[src/rtl/mips_pkg.sv]
// Shared MIPS control definitions: controller states, opcodes, datapath select encodings and the
// packed control-output vector driven by the multicycle controller.
package mips_pkg;

  typedef enum logic [3:0] {
    StReset,
    StFetch,
    StDecode,
    StMemAdr,
    StMemRd,
    StMemWb,
    StMemWr,
    StRtypeEx,
    StRtypeWb,
    StItypeEx,
    StItypeWb,
    StBranch,
    StJump
  } state_e;

  localparam logic [5:0] OP_RTYPE = 6'b000000;
  localparam logic [5:0] OP_LW    = 6'b100011;
  localparam logic [5:0] OP_SW    = 6'b101011;
  localparam logic [5:0] OP_BEQ   = 6'b000100;
  localparam logic [5:0] OP_BNE   = 6'b000101;
  localparam logic [5:0] OP_ADDI  = 6'b001000;
  localparam logic [5:0] OP_SLTI  = 6'b001010;
  localparam logic [5:0] OP_ANDI  = 6'b001100;
  localparam logic [5:0] OP_ORI   = 6'b001101;
  localparam logic [5:0] OP_XORI  = 6'b001110;
  localparam logic [5:0] OP_J     = 6'b000010;

  localparam logic [1:0] ALUOP_ADD   = 2'b00;
  localparam logic [1:0] ALUOP_SUB   = 2'b01;
  localparam logic [1:0] ALUOP_FUNCT = 2'b10;
  localparam logic [1:0] ALUOP_ITYPE = 2'b11;

  localparam logic [1:0] ALUSRCB_B       = 2'b00;
  localparam logic [1:0] ALUSRCB_FOUR    = 2'b01;
  localparam logic [1:0] ALUSRCB_IMM     = 2'b10;
  localparam logic [1:0] ALUSRCB_IMM_SH2 = 2'b11;

  localparam logic [1:0] PCSRC_ALU    = 2'b00;
  localparam logic [1:0] PCSRC_ALUOUT = 2'b01;
  localparam logic [1:0] PCSRC_JUMP   = 2'b10;

  typedef struct packed {
    logic       mem_req;
    logic       mem_write;
    logic       iord;
    logic       ir_write;
    logic       pc_write;
    logic [1:0] pc_src;
    logic       alu_src_a;
    logic [1:0] alu_src_b;
    logic       ext_zero;
    logic [1:0] alu_op;
    logic       reg_dst;
    logic       mem_to_reg;
    logic       reg_write;
    logic       illegal;
  } ctrl_t;

  localparam int unsigned CtrlWidth = $bits(ctrl_t);

  function automatic logic is_itype(input logic [5:0] op);
    return (op == OP_ADDI) || (op == OP_SLTI) || (op == OP_ANDI) || (op == OP_ORI) ||
           (op == OP_XORI);
  endfunction

  // Logical immediates zero-extend; arithmetic ones sign-extend.
  function automatic logic is_logic_imm(input logic [5:0] op);
    return (op == OP_ANDI) || (op == OP_ORI) || (op == OP_XORI);
  endfunction

  function automatic logic is_legal(input logic [5:0] op);
    return (op == OP_RTYPE) || (op == OP_LW) || (op == OP_SW) || (op == OP_BEQ) ||
           (op == OP_BNE) || (op == OP_J) || is_itype(op);
  endfunction

endpackage

[src/rtl/mc_ctrl_outputs.sv]
// Combinational output decode for the multicycle controller: state, opcode, zero and mem_ready
// map to the full datapath control vector.
module mc_ctrl_outputs
  import mips_pkg::*;
(
  input  logic [3:0]           state_i,
  input  logic [5:0]           opcode_i,
  input  logic                 zero_i,
  input  logic                 mem_ready_i,
  output logic [CtrlWidth-1:0] ctrl_o
);

  state_e state;
  ctrl_t  ctrl;

  assign state = state_e'(state_i);

  always_comb begin
    ctrl = '0;
    case (state)
      StFetch: begin
        ctrl.mem_req   = 1'b1;
        ctrl.iord      = 1'b0;
        ctrl.alu_src_a = 1'b0;
        ctrl.alu_src_b = ALUSRCB_FOUR;
        ctrl.alu_op    = ALUOP_ADD;
        ctrl.pc_src    = PCSRC_ALU;
        // IR and PC+4 commit only on the cycle memory completes the fetch.
        ctrl.ir_write  = mem_ready_i;
        ctrl.pc_write  = mem_ready_i;
      end
      StDecode: begin
        ctrl.alu_src_a = 1'b0;
        ctrl.alu_src_b = ALUSRCB_IMM_SH2;
        ctrl.alu_op    = ALUOP_ADD;
        ctrl.illegal   = !is_legal(opcode_i);
      end
      StMemAdr: begin
        ctrl.alu_src_a = 1'b1;
        ctrl.alu_src_b = ALUSRCB_IMM;
        ctrl.alu_op    = ALUOP_ADD;
        ctrl.ext_zero  = 1'b0;
      end
      StMemRd: begin
        ctrl.mem_req = 1'b1;
        ctrl.iord    = 1'b1;
      end
      StMemWb: begin
        ctrl.reg_write  = 1'b1;
        ctrl.mem_to_reg = 1'b1;
        ctrl.reg_dst    = 1'b0;
      end
      StMemWr: begin
        ctrl.mem_req   = 1'b1;
        ctrl.mem_write = 1'b1;
        ctrl.iord      = 1'b1;
      end
      StRtypeEx: begin
        ctrl.alu_src_a = 1'b1;
        ctrl.alu_src_b = ALUSRCB_B;
        ctrl.alu_op    = ALUOP_FUNCT;
      end
      StRtypeWb: begin
        ctrl.reg_write  = 1'b1;
        ctrl.reg_dst    = 1'b1;
        ctrl.mem_to_reg = 1'b0;
      end
      StItypeEx: begin
        ctrl.alu_src_a = 1'b1;
        ctrl.alu_src_b = ALUSRCB_IMM;
        ctrl.alu_op    = ALUOP_ITYPE;
        ctrl.ext_zero  = is_logic_imm(opcode_i);
      end
      StItypeWb: begin
        ctrl.reg_write  = 1'b1;
        ctrl.reg_dst    = 1'b0;
        ctrl.mem_to_reg = 1'b0;
      end
      StBranch: begin
        ctrl.alu_src_a = 1'b1;
        ctrl.alu_src_b = ALUSRCB_B;
        ctrl.alu_op    = ALUOP_SUB;
        ctrl.pc_src    = PCSRC_ALUOUT;
        ctrl.pc_write  = (opcode_i == OP_BEQ) ? zero_i : !zero_i;
      end
      StJump: begin
        ctrl.pc_src   = PCSRC_JUMP;
        ctrl.pc_write = 1'b1;
      end
      default: ctrl = '0;
    endcase
  end

  assign ctrl_o = ctrl;

endmodule

[src/rtl/mips_mc_controller.sv]
// Multicycle MIPS main control FSM: state register and next-state logic; output decode lives in
// mc_ctrl_outputs.
module mips_mc_controller
  import mips_pkg::*;
(
  input  logic       clk,
  input  logic       rst_n,
  input  logic [5:0] opcode_i,
  input  logic       zero_i,
  input  logic       mem_ready_i,
  output logic       mem_req_o,
  output logic       mem_write_o,
  output logic       iord_o,
  output logic       ir_write_o,
  output logic       pc_write_o,
  output logic [1:0] pc_src_o,
  output logic       alu_src_a_o,
  output logic [1:0] alu_src_b_o,
  output logic       ext_zero_o,
  output logic [1:0] alu_op_o,
  output logic       reg_dst_o,
  output logic       mem_to_reg_o,
  output logic       reg_write_o,
  output logic       illegal_o
);

  state_e                 state_q, state_d;
  logic [CtrlWidth-1:0]   ctrl_vec;
  ctrl_t                  ctrl;

  always_ff @(posedge clk or negedge rst_n) begin
    if (!rst_n) begin
      state_q <= StReset;
    end else begin
      state_q <= state_d;
    end
  end

  always_comb begin
    state_d = state_q;
    case (state_q)
      StReset:   state_d = StFetch;
      StFetch:   state_d = mem_ready_i ? StDecode : StFetch;
      StDecode: begin
        if ((opcode_i == OP_LW) || (opcode_i == OP_SW)) begin
          state_d = StMemAdr;
        end else if (opcode_i == OP_RTYPE) begin
          state_d = StRtypeEx;
        end else if (is_itype(opcode_i)) begin
          state_d = StItypeEx;
        end else if ((opcode_i == OP_BEQ) || (opcode_i == OP_BNE)) begin
          state_d = StBranch;
        end else if (opcode_i == OP_J) begin
          state_d = StJump;
        end else begin
          state_d = StFetch;
        end
      end
      StMemAdr:  state_d = (opcode_i == OP_LW) ? StMemRd : StMemWr;
      StMemRd:   state_d = mem_ready_i ? StMemWb : StMemRd;
      StMemWb:   state_d = StFetch;
      StMemWr:   state_d = mem_ready_i ? StFetch : StMemWr;
      StRtypeEx: state_d = StRtypeWb;
      StRtypeWb: state_d = StFetch;
      StItypeEx: state_d = StItypeWb;
      StItypeWb: state_d = StFetch;
      StBranch:  state_d = StFetch;
      StJump:    state_d = StFetch;
      default:   state_d = StReset;
    endcase
  end

  mc_ctrl_outputs u_outputs (
    .state_i     (state_q),
    .opcode_i    (opcode_i),
    .zero_i      (zero_i),
    .mem_ready_i (mem_ready_i),
    .ctrl_o      (ctrl_vec)
  );

  assign ctrl = ctrl_t'(ctrl_vec);

  always_comb begin
    mem_req_o    = ctrl.mem_req;
    mem_write_o  = ctrl.mem_write;
    iord_o       = ctrl.iord;
    ir_write_o   = ctrl.ir_write;
    pc_write_o   = ctrl.pc_write;
    pc_src_o     = ctrl.pc_src;
    alu_src_a_o  = ctrl.alu_src_a;
    alu_src_b_o  = ctrl.alu_src_b;
    ext_zero_o   = ctrl.ext_zero;
    alu_op_o     = ctrl.alu_op;
    reg_dst_o    = ctrl.reg_dst;
    mem_to_reg_o = ctrl.mem_to_reg;
    reg_write_o  = ctrl.reg_write;
    illegal_o    = ctrl.illegal;
  end

endmodule

[config.mk]
export PLATFORM = sky130hd
export DESIGN_NAME = mips_mc_controller
export DESIGN_NICKNAME = d
export VERILOG_FILES = /design/src/rtl/mips_pkg.sv /design/src/rtl/mc_ctrl_outputs.sv /design/src/rtl/mips_mc_controller.sv
export SDC_FILE = /design/constraint.sdc
export NUM_CORES = 1
export LEC_CHECK = 0
export CAP_MARGIN = 20
export CORE_UTILIZATION = 30
export CTS_CLUSTER_SIZE = 16
export DETAILED_ROUTE_END_ITERATION = 10
export PLACE_DENSITY_LB_ADDON = 0.25
export SLEW_MARGIN = 15
export SYNTH_ARGS = -nofsm -noshare
export SYNTH_HDL_FRONTEND = slang
export SYNTH_SLANG_ARGS = --single-unit
[constraint.sdc]
create_clock -name clk -period 3.8 [get_ports clk]
set_input_delay 0.38 -clock clk [delete_from_list [all_inputs] [get_ports clk]]
set_output_delay 0.38 -clock clk [all_outputs]
set_load 0.01 [all_outputs]
==> metrics <==
outcome finished clean; Site Rows 15; initial antenna violation count 0; WL/cell 11.2 um; cell family with most CP delay buffers and inverters; clock slew at reported path FFs 0.04 ns; max reg flops 4; Top cell by count, worst path clkdlybuf4s50_1; vias in the first global route 563; max incr delay on CP 0.55 ns; die area 2150 sq um; Worst-Skew Late Latency 0.23 ns; Critical Path Fanout Max 9; vias per cell 5.32; TritonCTS clock tree done; Inserted Clock Buffers 3; placed instance count 127; design area 871 sq um; hpwl dp 1080 um; Power Density 627 nW/um^2; max_cap viols 0; worst flop-to-flop path startpoint state_q[2]$_DFF_PN0_; largest net degree at the start of global routing 22; Syn-to-layout area delta 47.1%; leading register cell type out of synthesis dfrtp_1; clk buf depth 2; # setup viols final 0; Die Y 46.4 um; CP Capture Type output port; antenna-violating nets left 0; final wirelength 1460 um; Die W 46.4 um; setup TNS 0 ns; Max Clk Rate 360 MHz; Setup crit start kind input pin; 1st-iter DRT viols 10; fraction of layout cells with a size suffix above 1 7.62%; number of flops mapped to enable cells by yosys 0; Largest regs state_q (4); port bufs 26; first-pass GRT wire length 2370 um; gpl congestion 0.765; Clock Skew 0.00181 ns; Critical path origin opcode_i[5]; worst rel slew slack 63.2%; Crit path buffers/inverters 2; Root Buffer clkbuf_4; total grt overflow 0; Hold Path Class input pin to async pin; number of synthesized register bits 4; placed cell area 848 sq um; synthesized area 592 sq um; # H-tree levels 1; Syn Nets 93; NumNets Final 117; Worst Path Required 3.42 ns; RSZ-0062 raised after global routing no; sequential area share after synthesis 16.9%; post-synthesis average cell area 7.13 sq um; Syn Inst Count 83; CP cell instances clkdlybuf4s50_1 -> or3b_4 -> or3_1 -> a31o_1 -> clkdlybuf4s50_1; Yosys warnings 0; Initial Utilization 33.2%; fin cells 130; post-CTS sizing 0; Slew Viols, Final 0; I/O pin count 27; period utilisation layout 73.0%; Crit Path Class input pin to output port; Post-CTS Repair Setup Buffers 0; slew of the pin with the lowest slew margin 0.552 ns; Hold-fix buffers, CTS 0; global-route usage over all layers 14.8%; core region area 1780 sq um; Vias 691; TritonCTS Sinks 4; DRC viols 0; Period minus WS final 2.77 ns; VDD IR-drop max 0.000272 V; WP data arrival 2.39 ns; DR pass1 iterations 3; Power, Total 0.546 mW; Pleak 0.310 nW; Biggest register state_q; synth unique cells 41; CP max stage cell clkdlybuf4s50_1; Final Hold Viols 0; Core Util, Final 48.8%; share of synthesized flip-flops with an asynchronous set or reset 100%; Diodes inserted 0
-- routing by layer --
metal  up-vias  GRT usage [%]  share of wire [%]
met5         -              0                  0
met4         0              0                  0
met3         0           4.71                4.2
met2        23           24.7                 48
met1       312           19.7                 48
li1        356              -                  -
-- placed cells by master, fill, tap and decap left out, types with 2 or more instances in the layout --
| master | instances |
|---|---|
| clkdlybuf4s50_1 | 26 |
| nor2_1 | 9 |
| nand2b_1 | 8 |
| nand2_1 | 6 |
| o21ai_0 | 5 |
| dfrtp_1 | 4 |
| a21oi_1 | 3 |
| nor4_1 | 3 |
| nor3_1 | 3 |
| nand3_1 | 3 |
| clkbuf_4 | 3 |
| or3b_2 | 2 |
| o22ai_1 | 2 |
| or3_1 | 2 |
-- stage by stage --
| step | worst slack [ns] | hold WS (ns) |
|---|---|---|
| after floorplan | 1.95 | 0.0844 |
| after global placement | 1.04 | 0.589 |
| after detailed placement | 1.03 | 0.596 |
| after CTS | 1.03 | 0.350 |
| after global routing | 0.942 | 0.350 |
| final | 1.03 | 0.352 |
-- logic make-up after synthesis --
logic type | share of synthesized area (%)
flip-flops | 16.9
multiplexers | 1.90
buffers and inverters | 6.55
AND/OR/NAND/NOR | 51.4
AO/OA/AOI/OAI | 23.3
-- report_power, final --
part,switching (mW),internal (mW),total [mW]
logic,0.150,0.212,0.363
clock network,0.0152,0.0352,0.0503
registers,0.0718,0.0610,0.133
total,0.237,0.308,0.546
-- worst reg2reg max path, cell delays in order, from the launching register on --
cell	delay, ns
dfrtp_1	0.57
or4b_2	0.74
o311ai_1	0.28
-- cell usage after synthesis (all sizes together), types with 2 or more instances --
cell type  n  area [sq um]
nor4       3          18.8
o22ai      2          12.5
nand2b     8          50.1
a21oi      3          15.0
dfrtp      4           100
nor2       9          33.8
clkbuf     5          18.8
nand2      6          22.5
o21ai      5          25.0
nor3       3          15.0
or3b       3          28.8
or3        2          12.5
nand3      3          15.0
buf        2          16.3
-- worst paths after layout --
path	cells after the start	endpoint	slack, ns
min reg2reg	1	state_q[2]$_DFF_PN0_	0.77
max in group asynchronous	1	state_q[1]$_DFF_PN0_	3.28
max reg2reg	2	state_q[1]$_DFF_PN0_	2.10
min in group clk	1	state_q[2]$_DFF_PN0_	0.77
min	1	state_q[2]$_DFF_PN0_	0.35
max	5	pc_write_o	1.03
-- final cells by class --
type | count | area (sq um)
clock buffers | 3 | 22.5
fillers | 177 | 912
inverters | 1 | 3.75
multi-input cells | 71 | 453
flip-flops and latches | 4 | 100
well taps | 25 | 31.3
repair buffers | 26 | 260
(Power assumes the default switching activity.)
